$ cat src/rtl/sync_counter_pkg.sv
// Shared types and limits for the synchronous down-counter.
// Holds the FSM state encodings and the parameter lower bounds.
package sync_counter_pkg;

    typedef logic [0:0] state_t;

    localparam state_t ST_IDLE = 1'b0;
    localparam state_t ST_RUN  = 1'b1;

    localparam int MIN_SIZE     = 2;
    localparam int MIN_PRESCALE = 2;

endpackage

$ cat src/rtl/tick_prescaler.sv
// Enable divider: passes one tick per PRESCALE enabled cycles.
// Used by sync_down_counter only when SYNC_DOWN_COUNTER_PRESCALE_EN is defined.
module tick_prescaler
    import sync_counter_pkg::*;
#(
    parameter int PRESCALE = 4
) (
    input  logic clk,
    input  logic rst,
    input  logic clr,
    input  logic en,
    output logic tick
);

    localparam int W = (PRESCALE > 2) ? $clog2(PRESCALE) : 1;
    localparam logic [W-1:0] LAST = W'(PRESCALE - 1);

    logic [W-1:0] cnt;

    if (PRESCALE < MIN_PRESCALE) begin : g_bad_prescale
        $error("tick_prescaler: PRESCALE below minimum");
    end

    assign tick = en && (cnt == LAST);

    always_ff @(posedge clk) begin
        if (rst || clr) begin
            cnt <= '0;
        end else if (en) begin
            if (cnt == LAST) begin
                cnt <= '0;
            end else begin
                cnt <= cnt + 1'b1;
            end
        end
    end

endmodule

$ cat src/rtl/sync_down_counter.sv
// Loadable synchronous down-counter with one-shot/auto-reload and tc pulse.
// Optional enable prescaler built in with SYNC_DOWN_COUNTER_PRESCALE_EN.
module sync_down_counter
    import sync_counter_pkg::*;
#(
    parameter int SIZE     = 4,
    parameter int PRESCALE = 4
) (
    input  logic            clk,
    input  logic            rst,
    input  logic            en,
    input  logic            load,
    input  logic [SIZE-1:0] load_val,
    input  logic            auto_reload,
    output logic [SIZE-1:0] Q,
    output logic            tc,
    output logic            busy,
    output logic            zero
);

    localparam logic [SIZE-1:0] ONE = SIZE'(1);

    state_t          state;
    logic [SIZE-1:0] reload;
    logic            tick;

    if (SIZE < MIN_SIZE) begin : g_bad_size
        $error("sync_down_counter: SIZE below minimum");
    end

`ifdef SYNC_DOWN_COUNTER_PRESCALE_EN
    tick_prescaler #(
        .PRESCALE (PRESCALE)
    ) u_prescaler (
        .clk  (clk),
        .rst  (rst),
        .clr  (load),
        .en   (en),
        .tick (tick)
    );
`else
    if (PRESCALE < MIN_PRESCALE) begin : g_bad_prescale
        $error("sync_down_counter: PRESCALE below minimum");
    end

    assign tick = en;
`endif

    assign busy = (state == ST_RUN);
    assign zero = (Q == '0);

    always_ff @(posedge clk) begin
        if (rst) begin
            Q      <= '0;
            reload <= '0;
            tc     <= 1'b0;
            state  <= ST_IDLE;
        end else if (load) begin
            // A load always wins over a same-cycle expiry, so tc stays low
            Q      <= load_val;
            reload <= load_val;
            tc     <= 1'b0;
            state  <= (load_val != '0) ? ST_RUN : ST_IDLE;
        end else begin
            tc <= 1'b0;
            if (state == ST_RUN && tick) begin
                if (Q <= ONE) begin
                    tc <= 1'b1;
                    if (auto_reload) begin
                        Q <= reload;
                    end else begin
                        Q     <= '0;
                        state <= ST_IDLE;
                    end
                end else begin
                    Q <= Q - ONE;
                end
            end
        end
    end

endmodule

$ cat config.mk
export PLATFORM = sky130hd
export DESIGN_NAME = sync_down_counter
export DESIGN_NICKNAME = d
export VERILOG_FILES = /design/src/rtl/sync_counter_pkg.sv /design/src/rtl/tick_prescaler.sv /design/src/rtl/sync_down_counter.sv
export SDC_FILE = /design/constraint.sdc
export NUM_CORES = 1
export LEC_CHECK = 0
export CAP_MARGIN = 25
export CELL_PAD_IN_SITES_DETAIL_PLACEMENT = 0
export CELL_PAD_IN_SITES_GLOBAL_PLACEMENT = 1
export CORE_MARGIN = 3
export CORE_UTILIZATION = 37
export CTS_BUF_LIST = sky130_fd_sc_hd__clkbuf_8
export CTS_CLUSTER_SIZE = 40
export DETAILED_ROUTE_END_ITERATION = 8
export GPL_TIMING_DRIVEN = 0
export HOLD_SLACK_MARGIN = 0.05
export PLACE_DENSITY = 0.92
export SLEW_MARGIN = 20
export SYNTH_ARGS = -nofsm -noshare
export SYNTH_HDL_FRONTEND = slang
export SYNTH_SLANG_ARGS = --single-unit
$ cat constraint.sdc
create_clock -name clk -period 3.2 [get_ports clk]
set_input_delay 0.64 -clock clk [delete_from_list [all_inputs] [get_ports clk]]
set_output_delay 0.64 -clock clk [all_outputs]
set_load 0.1 [all_outputs]
==> flow_summary.ini <==
[status]
status = complete, no violations

[clock_tree]
post_cts_buffers = 0
cts_tree = built
cts-root-buf = clkbuf_8
clkTransAtPathRegs_ps = 50
cts_buffer_depth = 2
cts_sinks = 10
clk_latency_ps = 230
cts.htree.levels = 1
holdBufCountCts = 0
postCtsResizedCells = 0
cts_buffers = 3

[sta]
drv_slew = 0
timing.fmax_ghz = 0.371
tightest_slew_ps = 975
fin_skew_ps = 2.30
rsz0062_at_grt = false
setup_viol = 0
layout_setup_ws_ps = 505
relSlewSlack_pct = 34.8
fin_tns_setup_ps = 0
fin_crit_sh_pct = 84.2
period_minus_slack_ps = 2690
hold_viol = 0

[grt]
grt_pass1_wl_um = 2100
grt_pass1_vias = 513
grt_overflow = 0
gr-usage-all-layers_pct = 14.8
grt_antenna_before_repair = 0
grt_max_degree = 11

[logic_synthesis]
synthesis.nets = 74
synthMuxAreaShare_pct = 12.7
synthXorXnorAreaFrac_pct = 0
yosys.area_share.simple_pct = 17.0
ys_seq_area_share_pct = 36.4
synth_adder_area_share_pct = 6.82
netlist_area_um2 = 551
synth_edf_count = 0
synth_top_family_by_area = compound AO/OA/AOI/OAI gates
synth_compound_area_share_pct = 22.7
yosys-top-cells-area = dfxtp_1 36%, mux2i_1 13%, ha_1 6.8%, o2bb2ai_1 4.8%, nand2_1 4.1%
yosysUniqueCellTypes = 22
synth_top_cell_by_area = dfxtp_1
synth-main-ff-cell = dfxtp_1
async_reset_ff_share_pct = 0
yosysWarnings = 0
syn_avg_cell_area_um2 = 8.88
synth.top_cell.area_share_pct = 36.4
synth_cells = 62
ys_ff_latch = 10

[cells_and_area]
final_cells = 94
nNetsFinal = 93
final_common_cell = clkdlybuf4s50_1
drive_above_1_share_pct = 8.86
final_cell_mix = 14 x clkdlybuf4s50_1, 10 x dfxtp_1, 7 x mux2i_1
diodes = 0
area_growth_pct = 36.4

[floorplanning]
top_level_ports = 16
rows = 13
fp.dieH_um = 44.6
initial_core_util_pct = 40.8
core-area_mm2 = 0.00135
dieArea_mm2 = 0.00199
die_width_um = 44.6

[critical_path]
critPathCaptureType = output pin
crit_slowest_cell = clkdlybuf4s50_1
cp_cell_sequence = nor2_2 > and2_1 > clkdlybuf4s50_1
required_ps = 2560
critPathArrivalTime_ps = 2050
cp_num_buf_inv = 1
criticalPathCategory = reg -> out
crit_path_max_incr_delay_ps = 1120
worstSetupStartpointType = register
cpLargestDelayFamily = buffers and inverters
critPathMaxFanout = 6

[route]
first_pass_iters = 4
drt-total-wl_um = 1240
wl_per_cell_um = 13.2
drt_iter0_markers = 16
via_count = 517
detail_route.vias_per_cell = 5.50
route.detailed.drc = 0
drt.antenna.violating_nets = 0

[place]
dp_hpwl_um = 932
portBuffers = 14
dp_cells = 91
place_ws_ps = 748
routabilityCongestion = 0.725

[worst_hold_path]
min_path_type = reg -> reg

[power_and_ir_drop]
power_density_mw_per_mm2 = 523
p_leak_nw = 0.296
ir_worst_vdd_uv = 288

[flow_run]
maxCapViolations = 0
-- tightest hold or removal path, delay by kind of cell, from the launching register on --
family          cells  cell delay, ps
compound gates      1              60
flops               1             300
simple gates        1              60
-- flip-flops by register name, summed over array words and instances (netlist names) --
signal,cells
Q,4
busy,1
reload,4
tc,1
-- kinds of logic (layout without fill, tap and decap cells) --
kind of cell | count (synthesis) | after routing
flip-flops | 10 | 10
buffers and inverters | 6 | 23
adder cells (fa/ha/maj) | 3 | 3
AO/OA/AOI/OAI | 16 | 16
AND/OR/NAND/NOR | 20 | 20
multiplexers | 7 | 7
-- final cells by class --
type / count / area, um2
multi-input cells: 46 / 327
repair buffers: 14 / 140
clock buffers: 3 / 41.3
plain buffers: 2 / 8.76
inverters: 4 / 15.0
well taps: 15 / 18.8
fillers: 128 / 599
flip-flops and latches: 10 / 200
-- metrics by stage --
stage               total power [mW]  util (%)  hold WS [ps]  cell area, um2
CTS                            0.395      55.6           469             751
global route                   0.413      55.6           507             751
floorplan                      0.232         -           444             551
finish                         0.393      55.6           467             751
detailed placement             0.265      52.5           462             709
global placement               0.264      52.5           456             709
-- worst paths after layout --
kind                           from                     end  slack, ps  cells after the start
min reg2reg  reload[2]$_SDFFE_PP0P_  reload[2]$_SDFFE_PP0P_        470                      2
min          reload[2]$_SDFFE_PP0P_  reload[2]$_SDFFE_PP0P_        470                      2
max reg2reg       Q[0]$_SDFFE_PP0P_       Q[3]$_SDFFE_PP0P_       1660                      5
max               Q[2]$_SDFFE_PP0P_                    zero        510                      3
-- synthesized netlist by cell type, types with 2 or more instances --
cell	n
nor3_1	4
a211oi_1	2
nor2_1	5
mux2i_1	7
inv_1	4
o2bb2ai_1	3
a22oi_1	2
o21ai_0	2
a21oi_1	3
dfxtp_1	10
and2_1	2
ha_1	3
nand2_1	6
-- layer usage --
layer	up-vias	global-route usage, %	wire length [um]
li1	258	-	-
met2	13	24.4	536
met3	6	3.66	50
met5	-	0	0
met4	0	10.8	38
met1	240	16.3	614
-- power by group --
group          internal, mW  total (mW)  switching [mW]  leakage (nW)
Clock                0.0822       0.129          0.0470        0.0216
Combinational        0.0419       0.123          0.0811         0.191
Sequential            0.133       0.140         0.00765        0.0826
Power figures use the tool's default switching activity.
